===== config.mk =====
export PLATFORM = sky130hd
export DESIGN_NAME = image_rom_arbiter
export DESIGN_NICKNAME = d
export VERILOG_FILES = /design/src/rtl/image_rom_pkg.sv /design/src/rtl/image_rom_arbiter_rr_pick.sv /design/src/rtl/image_rom_arbiter.sv
export SDC_FILE = /design/constraint.sdc
export NUM_CORES = 1
export LEC_CHECK = 0
export BUFFER_PORTS_ARGS = -buffer_cell sky130_fd_sc_hd__buf_2
export CORE_MARGIN = 2
export CORE_UTILIZATION = 25
export CTS_CLUSTER_SIZE = 14
export DETAILED_ROUTE_END_ITERATION = 8
export GPL_ROUTABILITY_DRIVEN = 0
export PLACE_DENSITY = 0.78
export SLEW_MARGIN = 20
export SYNTH_ARGS = -nofsm -noshare
export SYNTH_HDL_FRONTEND = slang
export SYNTH_SLANG_ARGS = --single-unit
export TNS_END_PERCENT = 10

===== constraint.sdc =====
create_clock -name i_clk -period 1.4 [get_ports i_clk]
set_clock_uncertainty 0.2 [all_clocks]
set_input_delay 0.14 -clock i_clk [delete_from_list [all_inputs] [get_ports i_clk]]
set_output_delay 0.14 -clock i_clk [all_outputs]
set_load 0.03 [all_outputs]

===== src/rtl/image_rom_pkg.sv =====
// Shared constants and helpers for the image ROM and its arbiters.
//   IMG_ADDR_W / IMG_DATA_W : ROM address ({y[5:0],x[5:0]}) and RGB444 data widths
//   IMG_W / IMG_H           : sprite sheet dimensions in pixels
//   idx_w()                 : index width for an N-way selector (never below 1 bit)
package image_rom_pkg;

   localparam int unsigned IMG_ADDR_W = 12;
   localparam int unsigned IMG_DATA_W = 12;
   localparam int unsigned IMG_W      = 48;
   localparam int unsigned IMG_H      = 64;

   typedef struct packed {
      logic [5:0] y;
      logic [5:0] x;
   } img_addr_t;

   function automatic int unsigned idx_w(input int unsigned n);
      return (n > 1) ? $clog2(n) : 1;
   endfunction

endpackage


===== src/rtl/image_rom_arbiter_rr_pick.sv =====
// rr_pick: combinational round-robin picker, shared with other arbiters.
//   i_req    : per-requester request bits
//   i_ptr    : highest-priority index (must be < N_REQ)
//   o_onehot : one-hot winner, zero when no request
//   o_index  : binary winner index (0 when no request)
//   o_any    : at least one request present
module rr_pick
   import image_rom_pkg::*;
#(
   parameter int unsigned N_REQ = 2,
   parameter int unsigned IDX_W = idx_w(N_REQ)
) (
   input  logic [N_REQ-1:0] i_req,
   input  logic [IDX_W-1:0] i_ptr,
   output logic [N_REQ-1:0] o_onehot,
   output logic [IDX_W-1:0] o_index,
   output logic             o_any
);

   // Winner is the requester with the smallest rotated distance from the pointer,
   // with the distance taken modulo N_REQ so non-power-of-2 sizes wrap correctly.
   always_comb begin
      int v_dist;
      int v_best;
      v_dist   = 0;
      v_best   = int'(N_REQ);
      o_index  = '0;
      o_any    = 1'b0;
      for (int i = 0; i < int'(N_REQ); i++) begin
         if (i_req[i]) begin
            v_dist = (i >= int'(i_ptr)) ? (i - int'(i_ptr))
                                        : (i + int'(N_REQ) - int'(i_ptr));
            if (v_dist < v_best) begin
               v_best  = v_dist;
               o_index = IDX_W'(i);
               o_any   = 1'b1;
            end
         end
      end
      o_onehot = o_any ? (N_REQ'(1) << o_index) : '0;
   end

endmodule


===== src/rtl/image_rom_arbiter.sv =====
// image_rom_arbiter: shares one synchronous image ROM (1-cycle read latency) between
// N_REQ pixel requesters with round-robin arbitration, one read per clock.
//   i_clk, i_rst_n : clock, asynchronous active-low reset
//   i_req          : per-requester level request
//   i_addr         : flat addresses, requester i at [i*ADDR_W +: ADDR_W]
//   i_lock         : (IMAGE_ROM_ARB_LOCK_EN only) owner keeps the ROM while req&lock held
//   o_gnt          : one-hot grant, same cycle as the winning request
//   o_rom_addr     : address to ROM
//   i_rom_rgb      : ROM registered output
//   o_rsp_valid    : one-hot tag, cycle after the matching grant
//   o_rsp_rgb      : read data (pass-through of i_rom_rgb)
// Build option: define IMAGE_ROM_ARB_LOCK_EN to add the burst-lock port.
module image_rom_arbiter
   import image_rom_pkg::*;
#(
   parameter int unsigned N_REQ  = 2,
   parameter int unsigned ADDR_W = IMG_ADDR_W,
   parameter int unsigned DATA_W = IMG_DATA_W
) (
   input  logic                    i_clk,
   input  logic                    i_rst_n,
   input  logic [N_REQ-1:0]        i_req,
   input  logic [N_REQ*ADDR_W-1:0] i_addr,
`ifdef IMAGE_ROM_ARB_LOCK_EN
   input  logic [N_REQ-1:0]        i_lock,
`endif
   output logic [N_REQ-1:0]        o_gnt,
   output logic [ADDR_W-1:0]       o_rom_addr,
   input  logic [DATA_W-1:0]       i_rom_rgb,
   output logic [N_REQ-1:0]        o_rsp_valid,
   output logic [DATA_W-1:0]       o_rsp_rgb
);

   localparam int unsigned IDX_W = idx_w(N_REQ);

   logic [IDX_W-1:0]  r_ptr;
   logic [IDX_W-1:0]  w_ptr_next;
   logic [N_REQ-1:0]  r_rsp_valid;

   logic [N_REQ-1:0]  w_rr_onehot;
   logic [IDX_W-1:0]  w_rr_index;
   logic              w_rr_any;

   logic [N_REQ-1:0]  w_win_onehot;
   logic [IDX_W-1:0]  w_win_index;
   logic              w_win_any;
   logic              w_lock_hit;
   logic [ADDR_W-1:0] w_mux_addr;

   rr_pick #(
      .N_REQ (N_REQ),
      .IDX_W (IDX_W)
   ) u_rr_pick (
      .i_req    (i_req),
      .i_ptr    (r_ptr),
      .o_onehot (w_rr_onehot),
      .o_index  (w_rr_index),
      .o_any    (w_rr_any)
   );

`ifdef IMAGE_ROM_ARB_LOCK_EN
   // Owner is whoever won last cycle; "none" after reset or after an idle cycle.
   logic             r_own_vld;
   logic [IDX_W-1:0] r_own_idx;

   always_comb begin
      w_lock_hit = r_own_vld && i_req[r_own_idx] && i_lock[r_own_idx];
   end

   always_ff @(posedge i_clk or negedge i_rst_n) begin
      if (!i_rst_n) begin
         r_own_vld <= 1'b0;
         r_own_idx <= '0;
      end else begin
         r_own_vld <= w_win_any;
         r_own_idx <= w_win_index;
      end
   end

   always_comb begin
      if (w_lock_hit) begin
         w_win_onehot = N_REQ'(1) << r_own_idx;
         w_win_index  = r_own_idx;
         w_win_any    = 1'b1;
      end else begin
         w_win_onehot = w_rr_onehot;
         w_win_index  = w_rr_index;
         w_win_any    = w_rr_any;
      end
   end
`else
   always_comb begin
      w_lock_hit   = 1'b0;
      w_win_onehot = w_rr_onehot;
      w_win_index  = w_rr_index;
      w_win_any    = w_rr_any;
   end
`endif

   // Pointer moves just past the winner; a locked burst leaves it untouched so the
   // round-robin order resumes where it left off.
   always_comb begin
      w_ptr_next = r_ptr;
      if (w_win_any && !w_lock_hit) begin
         if (w_win_index == IDX_W'(N_REQ - 1)) begin
            w_ptr_next = '0;
         end else begin
            w_ptr_next = w_win_index + IDX_W'(1);
         end
      end
   end

   always_ff @(posedge i_clk or negedge i_rst_n) begin
      if (!i_rst_n) begin
         r_ptr       <= '0;
         r_rsp_valid <= '0;
      end else begin
         r_ptr       <= w_ptr_next;
         r_rsp_valid <= w_win_onehot;
      end
   end

   always_comb begin
      w_mux_addr = '0;
      for (int i = 0; i < int'(N_REQ); i++) begin
         if (w_win_onehot[i]) begin
            w_mux_addr = w_mux_addr | i_addr[i*ADDR_W +: ADDR_W];
         end
      end
   end

   // Grant and ROM address are held at zero while reset is asserted.
   always_comb begin
      o_gnt       = i_rst_n ? w_win_onehot : '0;
      o_rom_addr  = i_rst_n ? w_mux_addr : '0;
      o_rsp_valid = r_rsp_valid;
      o_rsp_rgb   = i_rom_rgb;
   end

endmodule


==> metrics.txt <==
# TYPE chip_impl_metric gauge
chip_impl_metric{name="finalWirelength",unit="um"} 1660
chip_impl_metric{name="final.setup.tns",unit="ps"} -2870
chip_impl_info{name="synth_top_cells_by_area",value="o32ai_2, buf_4, nand2_1"} 1
chip_impl_info{name="grt_setup_unrepaired",value="yes"} 1
chip_impl_info{name="synth_ff_type",value="dfrtp_1"} 1
chip_impl_metric{name="floorplan.initialDensity",unit="%"} 26.4
chip_impl_info{name="yosys-top-cells-count",value="nand2_1, buf_4, o32ai_2"} 1
chip_impl_info{name="hold_class",value="primary input to output pin"} 1
chip_impl_metric{name="num_antenna_cells",unit=""} 0
chip_impl_metric{name="ys_ff_latch",unit=""} 3
chip_impl_metric{name="numPlacedInstances",unit=""} 121
chip_impl_metric{name="drc",unit=""} 0
chip_impl_info{name="cts_root_buffer",value="clkbuf_4"} 1
chip_impl_metric{name="post_synth_num_cell_types",unit=""} 13
chip_impl_metric{name="async_reset_ff_share",unit="%"} 100
chip_impl_metric{name="number_of_antenna_violations_at_the_first_check_in_global_routing",unit=""} 0
chip_impl_metric{name="fill_cells",unit=""} 190
chip_impl_info{name="cts_tree",value="done"} 1
chip_impl_metric{name="design.final.nets",unit=""} 143
chip_impl_info{name="worst_setup_path_start_kind",value="flip-flop"} 1
chip_impl_metric{name="vdd_drop_max",unit="uV"} 272
chip_impl_metric{name="netlist.area_leader.share",unit="%"} 22.2
chip_impl_metric{name="sequential_cell_area",unit="sq um"} 76.3
chip_impl_metric{name="switching_share_of_total_power",unit="%"} 40.8
chip_impl_metric{name="clockPowerShare",unit="%"} 24.0
chip_impl_info{name="synthDominantAreaCellType",value="o32ai_2"} 1
chip_impl_metric{name="worst-endpoint-required",unit="ps"} 1060
chip_impl_metric{name="final_core_utilization",unit="%"} 47.7
chip_impl_info{name="most_repeated_cell_in_the_gate_level_netlist_after_synthesis",value="nand2_1"} 1
chip_impl_metric{name="p_total",unit="uW"} 651
chip_impl_metric{name="cts.reportedPaths.clkPinSlew",unit="ps"} 40
chip_impl_metric{name="final.period_utilization",unit="%"} 116
chip_impl_info{name="worst_hold_path_endpoint",value="o_rsp_rgb[2]"} 1
chip_impl_metric{name="syn-num-nets",unit=""} 106
chip_impl_metric{name="routed-via-count",unit=""} 594
chip_impl_metric{name="ys_warn_count",unit=""} 0
chip_impl_metric{name="first_global_vias",unit=""} 544
chip_impl_info{name="status",value="finished with violations"} 1
chip_impl_metric{name="cts_inserted_buffers",unit=""} 3
chip_impl_metric{name="floorplan_die_height",unit="um"} 49.3
chip_impl_info{name="crit-reg2reg-launch",value="r_ptr$_DFFE_PN0P_"} 1
chip_impl_metric{name="drt_pre_antenna_iters",unit=""} 3
chip_impl_metric{name="r2r_cells",unit=""} 3
chip_impl_metric{name="via_per_inst",unit=""} 4.60
chip_impl_metric{name="comb_power_share",unit="%"} 59.7
chip_impl_metric{name="floorplan.die_area",unit="sq um"} 2430
chip_impl_metric{name="report.final.slew_viol_count",unit=""} 0
chip_impl_metric{name="clock_sinks",unit=""} 3
chip_impl_metric{name="achievable-frequency",unit="GHz"} 0.617
chip_impl_metric{name="timing.reg2reg.setup_slack",unit="ps"} 250
chip_impl_metric{name="cap_violations",unit=""} 0
chip_impl_metric{name="seqPwrFrac",unit="%"} 16.3
chip_impl_metric{name="maximum_number_of_pins_on_one_net_before_global_route_repair",unit=""} 27
chip_impl_metric{name="row_count",unit=""} 16
chip_impl_metric{name="footprint_of_the_multi_input_gates",unit="sq um"} 408
chip_impl_metric{name="wl_per_cell",unit="um"} 12.8
chip_impl_metric{name="finish.instance_area",unit="sq um"} 927
chip_impl_metric{name="hold_viol_final",unit=""} 0
chip_impl_metric{name="mappedNetlistArea",unit="sq um"} 513
chip_impl_metric{name="gr-usage-all-layers",unit="%"} 12.3
chip_impl_metric{name="detailedRoute.firstIterationViolations",unit=""} 4
chip_impl_metric{name="arrival_time_at_the_worst_endpoint",unit="ps"} 1280
chip_impl_metric{name="post-route-min-period",unit="ps"} 1620
chip_impl_metric{name="cts-root-to-sink-buffers",unit=""} 2
chip_impl_metric{name="number_of_enable_type_register_cells_in_the_synthesized_netlist",unit=""} 0
chip_impl_metric{name="synth_area_per_cell",unit="sq um"} 7.77
chip_impl_metric{name="grt_first_pass_wirelength",unit="um"} 2310
chip_impl_metric{name="number_of_cells_in_the_finished_layout_apart_from_fillers",unit=""} 129
chip_impl_metric{name="internal_power",unit="uW"} 385
chip_impl_metric{name="io_buffer_count",unit=""} 43
chip_impl_metric{name="detailed_place.area",unit="sq um"} 682
chip_impl_metric{name="hpwlAfterDp",unit="um"} 1030
chip_impl_metric{name="slew_headroom",unit="%"} 84.6
chip_impl_metric{name="die_width",unit="um"} 49.3
chip_impl_metric{name="final-setup-viol-count",unit=""} 14
chip_impl_info{name="timing_worst_setup_path_type",value="flip-flop to output pin"} 1
chip_impl_metric{name="sequential_share_of_the_synthesized_area",unit="%"} 14.6
chip_impl_metric{name="clk_latency",unit="ps"} 240
chip_impl_metric{name="layout-drive-gt1-share",unit="%"} 65.7
chip_impl_metric{name="number_of_routed_nets_with_antenna_violations",unit=""} 0
chip_impl_metric{name="fp.coreArea",unit="sq um"} 1940
chip_impl_metric{name="synthesis.instances",unit=""} 66
chip_impl_info{name="hp-start",value="i_rom_rgb[2]"} 1
chip_impl_metric{name="syn_to_final_growth",unit="%"} 80.7
chip_impl_metric{name="total_overflow_reported_by_the_global_router",unit=""} 0
chip_impl_metric{name="net-switching-power",unit="uW"} 266
chip_impl_metric{name="clock_tree.htree_level_count",unit=""} 1
chip_impl_info{name="violated_checks",value="negative setup slack"} 1
chip_impl_metric{name="p_per_area",unit="nW/um^2"} 702
chip_impl_metric{name="tightest_slew",unit="ps"} 232
chip_impl_metric{name="path_max_fanout",unit=""} 8
chip_impl_metric{name="p_leak",unit="uW"} 0.000430
chip_impl_metric{name="num_io_pins",unit=""} 68
chip_impl_info{name="worst_setup_path_end_kind",value="output pin"} 1
chip_impl_metric{name="worstHoldPathCells",unit=""} 0
chip_impl_metric{name="final_critical_path_setup_slack",unit="ps"} -222
chip_impl_info{name="r2r_end",value="o_rsp_valid[1]$_DFF_PN0_"} 1
[layout by cell type, fill, tap and decap left out, drive strengths merged, types with 2 or more instances in the layout]
master	netlist	layout
nand2	24	24
o32ai	12	12
dfrtp	3	3
buf	18	47
nor2	2	2
a21bo	1	2
clkbuf	0	5
inv	3	3
[power groups by stage]
stage          Sequential (uW)  Clock [uW]  Combinational [uW]
2_1_floorplan              112           0                 241
3_3_place_gp               102           0                 273
3_5_place_dp               102           0                 281
4_1_cts                    102         164                 320
5_1_grt                    107         172                 409
6_report                   106         157                 389
[worst max-delay path: stages (launching register included)]
cell and delay (ps):
dfrtp_2 410, nor2b_4 70, buf_12 150, o32ai_4 230, buf_6 180
[what timing repair did]
item / in CTS / in global routing
gates resized for setup: 20 / 13
hold buffers: 1 / 0
gates cloned: 0 / 2
pin swaps: 2 / 11
buffers inserted: 0 / 1
hold endpoints to repair: 3 / 0
endpoints found under the setup margin: 14 / 14
[stage by stage]
step,setup WS (ps),hold slack [ps]
finish,-222,80.0
global route,-264,80.0
CTS,-256,80.2
detailed placement,-80.3,-124
global placement,-18.6,-124
floorplan,-201,-356
[sequential cells by signal, indices dropped and copies added (netlist names)]
| signal | count |
|---|---|
| r_ptr | 1 |
| o_rsp_valid | 2 |
[per-layer routing]
| metal | track usage [%] | share of wire, % |
|---|---|---|
| met5 | 0 | 0 |
| met4 | 7.62 | 2.8 |
| met3 | 3.07 | 9.1 |
| met2 | 22.7 | 53 |
| met1 | 12.2 | 35 |
[final cells by class]
type                    count  share of cell area [%]
multi-input cells          43                    44.0
repair buffers             49                    40.1
well taps                  27                    3.64
flip-flops and latches      3                    8.23
inverters                   3                    1.21
clock buffers               4                    2.83
[how the worst max path moves through the flow]
stage	slack, ps	start	to
2_1_floorplan	-200	r_ptr$_DFFE_PN0P_	o_rom_addr[0]
5_1_grt	-260	r_ptr$_DFFE_PN0P_	o_rom_addr[9]
3_3_place_gp	-20	r_ptr$_DFFE_PN0P_	o_rom_addr[0]
4_1_cts	-260	r_ptr$_DFFE_PN0P_	o_rom_addr[1]
3_5_place_dp	-80	r_ptr$_DFFE_PN0P_	o_rom_addr[1]
6_report	-220	r_ptr$_DFFE_PN0P_	o_rom_addr[1]
[cells by family (layout without fill, tap and decap cells)]
| logic type | Yosys count | count (layout) | share of synthesized area, % |
|---|---|---|---|
| compound gates | 14 | 15 | 34.1 |
| buf+inv | 21 | 56 | 29.5 |
| flops | 3 | 3 | 14.6 |
| simple gates | 28 | 28 | 21.7 |
Power figures use the tool's default switching activity.
